$ cat src/rtl/cordic_vectoring_engine_if.sv
// Sample-in / result-out handshake bundle
// for the CORDIC vectoring engine.
interface cordic_vectoring_engine_if #(
  parameter int VALUE_WIDTH   = 8,
  parameter int ADDRESS_WIDTH = 8
) ();
  logic                     in_valid;
  logic                     in_ready;
  logic [VALUE_WIDTH:0]     x_in;
  logic [VALUE_WIDTH:0]     y_in;
  logic                     out_valid;
  logic                     out_ready;
  logic [VALUE_WIDTH+1:0]   mag_out;
  logic [ADDRESS_WIDTH+1:0] angle_out;

  modport master (
    output in_valid, x_in, y_in, out_ready,
    input  in_ready, out_valid, mag_out, angle_out
  );

  modport slave (
    input  in_valid, x_in, y_in, out_ready,
    output in_ready, out_valid, mag_out, angle_out
  );
endinterface

$ cat src/rtl/cordic_vectoring_engine.sv
// Iterative vectoring CORDIC: (x,y) -> atan2
// phase and K-scaled magnitude, 1 step/clock.
module cordic_vectoring_engine #(
  parameter int VALUE_WIDTH   = 8,
  parameter int ADDRESS_WIDTH = 8,
  parameter int ITERATIONS    = 8
) (
  input  logic CLK,
  input  logic RESET,
  cordic_vectoring_engine_if.slave bus
);
  localparam int XW = VALUE_WIDTH + 3;
  localparam int ZW = ADDRESS_WIDTH + 2;
  localparam int KW =
    (ITERATIONS > 1) ? $clog2(ITERATIONS) : 1;
  localparam logic [KW-1:0] K_LAST =
    KW'(ITERATIONS - 1);
  localparam logic [ZW-1:0] A90 =
    ZW'(1) << ADDRESS_WIDTH;

  typedef enum logic [1:0] {
    IDLE, ITER, DONE
  } state_t;

  // atan(2^-k), 45 deg = 2^29, rescaled with
  // rounding to 45 deg = 2^(ADDRESS_WIDTH-1).
  function automatic logic [ZW-1:0] atan_lut(
    input logic [KW-1:0] k
  );
    logic [31:0] t;
    case (32'(k))
      0:  t = 32'd536870912;
      1:  t = 32'd316933406;
      2:  t = 32'd167458907;
      3:  t = 32'd85004756;
      4:  t = 32'd42667331;
      5:  t = 32'd21354465;
      6:  t = 32'd10679838;
      7:  t = 32'd5340245;
      8:  t = 32'd2670163;
      9:  t = 32'd1335087;
      10: t = 32'd667544;
      11: t = 32'd333772;
      12: t = 32'd166886;
      13: t = 32'd83443;
      14: t = 32'd41722;
      15: t = 32'd20861;
      default: t = 32'd0;
    endcase
    t = t + (32'd1 << (29 - ADDRESS_WIDTH));
    return ZW'(t >> (30 - ADDRESS_WIDTH));
  endfunction

  state_t state, state_nx;
  logic signed [XW-1:0] x, y;
  logic [ZW-1:0] z;
  logic [KW-1:0] k;
  logic zero;
  logic up;
  logic rdy;
  logic accept;

  logic signed [XW-1:0] xe, ye, xs, ys;

  assign rdy    = (state == IDLE) && up;
  assign accept = rdy && bus.in_valid;
  assign xe = {{2{bus.x_in[VALUE_WIDTH]}}, bus.x_in};
  assign ye = {{2{bus.y_in[VALUE_WIDTH]}}, bus.y_in};
  assign xs = x >>> k;
  assign ys = y >>> k;

  // State register; 'up' holds off in_ready
  // until the first edge after reset release.
  always_ff @(posedge CLK or negedge RESET) begin
    if (!RESET) begin
      state <= IDLE;
      up    <= 1'b0;
    end else begin
      state <= state_nx;
      up    <= 1'b1;
    end
  end

  // Next-state decode.
  always_comb begin
    state_nx = state;
    unique case (state)
      IDLE: if (accept) state_nx = ITER;
      ITER: if (k == K_LAST) state_nx = DONE;
      DONE: if (bus.out_ready) state_nx = IDLE;
      default: state_nx = IDLE;
    endcase
  end

  // Capture with quadrant pre-rotation, then
  // one micro-rotation per edge while in ITER.
  always_ff @(posedge CLK or negedge RESET) begin
    if (!RESET) begin
      x    <= '0;
      y    <= '0;
      z    <= '0;
      k    <= '0;
      zero <= 1'b0;
    end else if (accept) begin
      k    <= '0;
      zero <= (xe == '0) && (ye == '0);
      if (!xe[XW-1]) begin
        x <= xe;
        y <= ye;
        z <= '0;
      end else if (!ye[XW-1]) begin
        x <= ye;
        y <= -xe;
        z <= A90;
      end else begin
        x <= -ye;
        y <= xe;
        z <= -A90;
      end
    end else if (state == ITER) begin
      k <= k + KW'(1);
      if (!y[XW-1]) begin
        x <= x + ys;
        y <= y - xs;
        z <= z + atan_lut(k);
      end else begin
        x <= x - ys;
        y <= y + xs;
        z <= z - atan_lut(k);
      end
    end
  end

  // Handshake and result outputs.
  always_comb begin
    bus.in_ready  = rdy;
    bus.out_valid = (state == DONE);
    bus.mag_out   =
      zero ? '0 : x[VALUE_WIDTH+1:0];
    bus.angle_out = zero ? '0 : z;
  end
endmodule

$ cat src/flat_wrapper.sv
// flat-port wrapper written by rule: the top's interface ports become plain ports
module cordic_vectoring_engine_flat 
#(
  parameter int VALUE_WIDTH   = 8,
  parameter int ADDRESS_WIDTH = 8,
  parameter int ITERATIONS    = 8
)
  (CLK, RESET, bus_in_valid, bus_x_in, bus_y_in, bus_out_ready, bus_in_ready, bus_out_valid, bus_mag_out, bus_angle_out);
  cordic_vectoring_engine_if #(.VALUE_WIDTH(VALUE_WIDTH), .ADDRESS_WIDTH(ADDRESS_WIDTH)) bus_i ();
  input  logic CLK;
  input  logic RESET;
  input wire logic [$bits(bus_i.in_valid)-1:0] bus_in_valid;
  input wire logic [$bits(bus_i.x_in)-1:0] bus_x_in;
  input wire logic [$bits(bus_i.y_in)-1:0] bus_y_in;
  input wire logic [$bits(bus_i.out_ready)-1:0] bus_out_ready;
  output wire logic [$bits(bus_i.in_ready)-1:0] bus_in_ready;
  output wire logic [$bits(bus_i.out_valid)-1:0] bus_out_valid;
  output wire logic [$bits(bus_i.mag_out)-1:0] bus_mag_out;
  output wire logic [$bits(bus_i.angle_out)-1:0] bus_angle_out;
  assign bus_i.in_valid = bus_in_valid;
  assign bus_i.x_in = bus_x_in;
  assign bus_i.y_in = bus_y_in;
  assign bus_i.out_ready = bus_out_ready;
  assign bus_in_ready = bus_i.in_ready;
  assign bus_out_valid = bus_i.out_valid;
  assign bus_mag_out = bus_i.mag_out;
  assign bus_angle_out = bus_i.angle_out;
  cordic_vectoring_engine #(.VALUE_WIDTH(VALUE_WIDTH), .ADDRESS_WIDTH(ADDRESS_WIDTH), .ITERATIONS(ITERATIONS)) u_core (.CLK(CLK), .RESET(RESET), .bus(bus_i));
endmodule
$ cat config.mk
export PLATFORM = sky130hd
export DESIGN_NAME = cordic_vectoring_engine_flat
export DESIGN_NICKNAME = d
export VERILOG_FILES = /design/src/rtl/cordic_vectoring_engine_if.sv /design/src/rtl/cordic_vectoring_engine.sv /design/src/flat_wrapper.sv
export SDC_FILE = /design/constraint.sdc
export NUM_CORES = 1
export LEC_CHECK = 0
export CELL_PAD_IN_SITES_DETAIL_PLACEMENT = 1
export CELL_PAD_IN_SITES_GLOBAL_PLACEMENT = 2
export CORE_MARGIN = 2
export CORE_UTILIZATION = 36
export DETAILED_ROUTE_END_ITERATION = 6
export PLACE_DENSITY = 0.89
export SLEW_MARGIN = 20
export SYNTH_ARGS = -nofsm -noshare
export SYNTH_HDL_FRONTEND = slang
export SYNTH_SLANG_ARGS = --single-unit
$ cat constraint.sdc
create_clock -name CLK -period 6.1 [get_ports CLK]
set_clock_uncertainty 0.05 [all_clocks]
set_input_delay 0.61 -clock CLK [delete_from_list [all_inputs] [get_ports CLK]]
set_output_delay 0.61 -clock CLK [all_outputs]
set_load 0.02 [all_outputs]
# Yosys cells after proc, flatten, opt, wreduce, memory -nomap -nowiden
# Memories as Yosys holds them, arrays and structs flattened.
# Cells that the tools add are included.
# op_classes
addsub	11
multipliers	0
div	0
magnitude_cmp	0
eq_ne	6
shift	2
n_mux	29
n_bitwise	0
n_reduce_logical	8
# op_table
operator	count
$mux 32	6
$mux 11	10
$mux 10	7
$add 32x22->32 const B	2
$add 11x11->11	2
$logic_not 11->1	2
$neg 9->11	2
$sshr 11x3->11	2
$sub 11x11->11	2
$add 10x10->10	1
$sub 10x10->10	1
$mux 2	3
$mux 3	2
$pmux 2 s3	1
$ne 2x1->1 const B	2
$add 3x1->3 const B	1
$eq 3x3->1 const B	1
$logic_and 1x1->1	3
$reduce_and 3->1	1
$eq 2x1->1 const B	1
$eq 2x2->1 const B	1
$logic_not 2->1	1
$ne 2x2->1 const B	1
$reduce_bool 2->1	1
# word_totals
regBits	39
latch_bits	0
ramBits	0
mem_bits_ro	480
out_inout_bits	22
elab_cells	65
n_memories	2
# memory_table
name	depth	width	rd	rd_clocked_by_memory_dff	write_ports	line_no	text
(no name shown)	8	30	1	0	0	cordic_vectoring_engine.sv:31	case (32'(k))
(no name shown)	8	30	1	0	0	cordic_vectoring_engine.sv:31	

# Logic depth before layout (Yosys ltp)
# depth
word_depth	9
mapped_depth	21

# Worst setup path before layout
# No wires, ideal clock.
# synth_timing
path_kind	flip-flop to flip-flop
from	register u_core.k[2]
to	register u_core.z[9]
setup_ns	0.094
t_arrival_ns	4.300
t_required_ns	5.956
slack_ns	1.656
path_stages_with_launch	21
cell_sequence	dfrtp_1 > buf_2 > buf_2 > inv_1 > buf_1 > clkbuf_1 > o21ai_0 > ha_1 > and3_1 > nor2_1 > ha_1 > o21ai_0 > ha_1 > nand2b_1 > a21oi_1 > or4_1 > a31oi_1 > o21ai_0 > xnor2_1 > o21a_1 > a211oi_1
# synth_via
elab_chain_cells	9
elab_cells_between_ends	15
# synth_lines
item	line_no	text
start: declaration	cordic_vectoring_engine.sv:57	logic [KW-1:0] k;
start signal: assignment	cordic_vectoring_engine.sv:121	k <= k + KW'(1);
$mem_v2 8x30	--	
$mux 32	cordic_vectoring_engine.sv:122	if (!y[XW-1]) begin
$mux 32	cordic_vectoring_engine.sv:120	end else if (state == ITER) begin
$mux 32	cordic_vectoring_engine.sv:104	end else if (accept) begin
$add 32x22->32	cordic_vectoring_engine.sv:50	t = t + (32'd1 << (29 - ADDRESS_WIDTH));
$add 10x10->10 / $sub 10x10->10 (equally long branches)	cordic_vectoring_engine.sv:125, cordic_vectoring_engine.sv:129	
$mux 10 (*)	cordic_vectoring_engine.sv:122	
$mux 10 (*)	cordic_vectoring_engine.sv:120	
$mux 10 (*)	cordic_vectoring_engine.sv:104	
end signal: assignment	cordic_vectoring_engine.sv:118	z <= -A90;
end signal: assignment	cordic_vectoring_engine.sv:125	z <= z + atan_lut(k);
end signal: assignment	cordic_vectoring_engine.sv:129	z <= z - atan_lut(k);
end: declaration	cordic_vectoring_engine.sv:56	logic [ZW-1:0] z;
# Every way passes the cells marked *; elsewhere a longest branch is shown, timed or not. The select of a mux whose other input is x is not followed.
# A chain may end at the register's enable or synchronous reset.

# Worst setup path after layout
# layout_timing
from	register u_core.k[1]
to	register u_core.z[9]
# The elaborated chain is that of the path after synthesis.

==> impl_metrics.tcl <==
set metrics [dict create \
    cap_violations 0 \
    drc_errors 0 \
    synth_area_leader_cell "dfrtp_1" \
    finalSetupTns_ns 0 \
    grt_usage 0.219 \
    drive_gt1_frac 0.0495 \
    syn_inst 672 \
    root_buffer "clkbuf_16" \
    cts_buffer_depth 2 \
    r2r-end "u_core.z[9]" \
    path_class "reg2reg" \
    die_y_um 125 \
    outcome "finished, final reports clean" \
    ys_seq_elements 39 \
    synth-adder-area-share 0.111 \
    synth-xor-area-share 0.0878 \
    grt_pass1_vias 5341 \
    end_kind "flop" \
    syn_avg_cell_area_sq_um 7.87 \
    synth_top_family_by_area "compound AO/OA/AOI/OAI gates" \
    drt_iter0_markers 221 \
    synth_top_area_share 0.185 \
    final_common_cell "o21ai_0" \
    synth_area_sq_mm 0.00529 \
    dieWidth_um 125 \
    period_share 0.789 \
    period_minus_slack_ns 4.81 \
    ios 44 \
    cp.arrival_ns 4.96 \
    drv_slew 0 \
    port_buffers 43 \
    timing.hold.ws_ns 0.418 \
    synth-async-reset-ratio 1.00 \
    die_area_sq_mm 0.0157 \
    worstReg2RegStart "u_core.k[1]" \
    grt-ovfl-total 0 \
    reg2reg_depth 18 \
    min_path_type "in2async" \
    ys_types 68 \
    nNetsFinal 753 \
    r2r_slack_ns 1.29 \
    drt_pass1_iterations 5 \
    antenna_left 0 \
    seq_area_frac_synth 0.185 \
    clock_latency_ns 0.29 \
    rsz0062_at_grt "false" \
    cts_hold_buf 0 \
    cts_repair_resize_count 0 \
    rows 44 \
    final.setup.worst_slack_ns 1.29 \
    clk_pin_slew_ns 0.07 \
    start_util 0.366 \
    vias 5174 \
    dpl_worst_slack_ns 1.33 \
    viasPerCell 5.94 \
    grt_max_degree 44 \
    hold_violations 0 \
    syn_nets 739 \
    muxShareOfSynthArea 0.117 \
    core_area_sq_mm 0.0144 \
    path_max_fanout 10 \
    final_cell_mix "o21ai_0 (65), a21oi_1 (63), nor2_1 (60)" \
    synth.top_cells.by_area "dfrtp_1 (18%), ha_1 (9.9%), o21ai_0 (6.2%), a21oi_1 (6.0%), xnor2_1 (5.1%)" \
    place.gp.congestion 0.852 \
    post_cts_buffers 0 \
    yosys_warnings 0 \
    cts_buffers 5 \
    htreeDepth 2 \
    final-setup-viol-count 0 \
    synth_edf_count 0 \
    totalWireLength_um 17100 \
    crit_required_ns 6.24 \
    synth_flop_cell "dfrtp_1" \
    synth-simple-area-share 0.204 \
    area_delta_synth_final_pct 12.6 \
    fmax_mhz 208 \
    hpwl_um 12600 \
    antenna_found_initial 0 \
    synth_compound_area_frac 0.239 \
    worst_pin_slew_ns 1.12 \
    diodes 0 \
    relSlewSlack 0.249 \
    place_inst 863 \
    clock-sinks 39 \
    wl_per_cell_um 19.7 \
    cts_tree "built" \
    startpoint_type "flop" \
    fin_cells 871 \
    grt_pass1_wl_um 28300 \
]
## metrics by stage
stage | area [sq um] | utilization
floorplan | 5290 | -
global placement | 5810 | 0.402
detailed placement | 5810 | 0.402
CTS | 5950 | 0.413
global route | 5950 | 0.413
finish | 5950 | 0.413
## synth_stat cells, types with 5 or more instances
cell type   n
a211oi_1   17
a21oi_1    63
a22oi_1     5
a31oi_1    12
buf_1       6
buf_2       7
clkbuf_1   28
dfrtp_1    39
ha_1       42
inv_1      25
mux2i_1    14
mux4_1      8
mux4_2     10
nand2_1    54
nand2b_1   12
nand3_1    14
nor2_1     60
nor2b_1    32
nor3_1     17
o21a_1      6
o21ai_0    65
or3_1       5
xnor2_1    31
xor2_1     22
## sequential cells by signal (all words and copies together) (netlist names)
register,cells
u_core.x,11
u_core.y,11
u_core.zero,1
u_core.k,3
u_core.state,2
u_core.up,1
u_core.z,10
## cells by family after synthesis
kind of cell | after synthesis
buffers and inverters | 70
xor gates and xnor gates | 53
DFF | 39
AOI/OAI and AO/OA | 210
and+or+nand+nor | 219
adders and majority gates | 45
muxes | 35
other | 1
## critical path, stage by stage, from the launching register on
cell      delay, ns
dfrtp_1        0.52
inv_2          0.18
ha_1           0.40
nand2b_1       0.18
o21ai_0        0.14
ha_1           0.31
inv_1          0.12
or3_1          0.36
a32o_1         0.26
and4_1         0.18
nor2_1         0.18
xor2_1         0.10
ha_1           0.22
or4_1          0.49
a31oi_1        0.26
o21ai_0        0.17
xnor2_1        0.17
o21a_1         0.19
a211oi_1       0.22
## final cells by class
type	count	area (sq um)
clock inverter	3	23.8
timing repair buffer	51	485
clock buffer	5	125
multi-input combinational	563	4020
fill	1790	8470
tap	184	230
sequential	39	976
inverter	26	97.6
## worst max path at each step
stage / slack (ns) / start / end / depth (start not counted)
after floorplan: 1.66 / u_core.k[2] / u_core.z[9] / 20
after global placement: 1.61 / u_core.k[1] / u_core.z[9] / 18
after detailed placement: 1.33 / u_core.k[1] / u_core.z[9] / 18
after CTS: 1.31 / u_core.k[1] / u_core.z[9] / 18
after global routing: 0.96 / u_core.k[1] / u_core.z[9] / 18
final: 1.29 / u_core.k[1] / u_core.z[9] / 18
## routing by layer
layer | wire [um] | track usage
met2 | 8160 | 0.358
met5 | 0 | 0
met1 | 8310 | 0.317
met3 | 464 | 0.0188
met4 | 208 | 0.0484
Power is not shown: default switching activity piles up to over one toggle a cycle in this logic, so the estimate is an artifact.
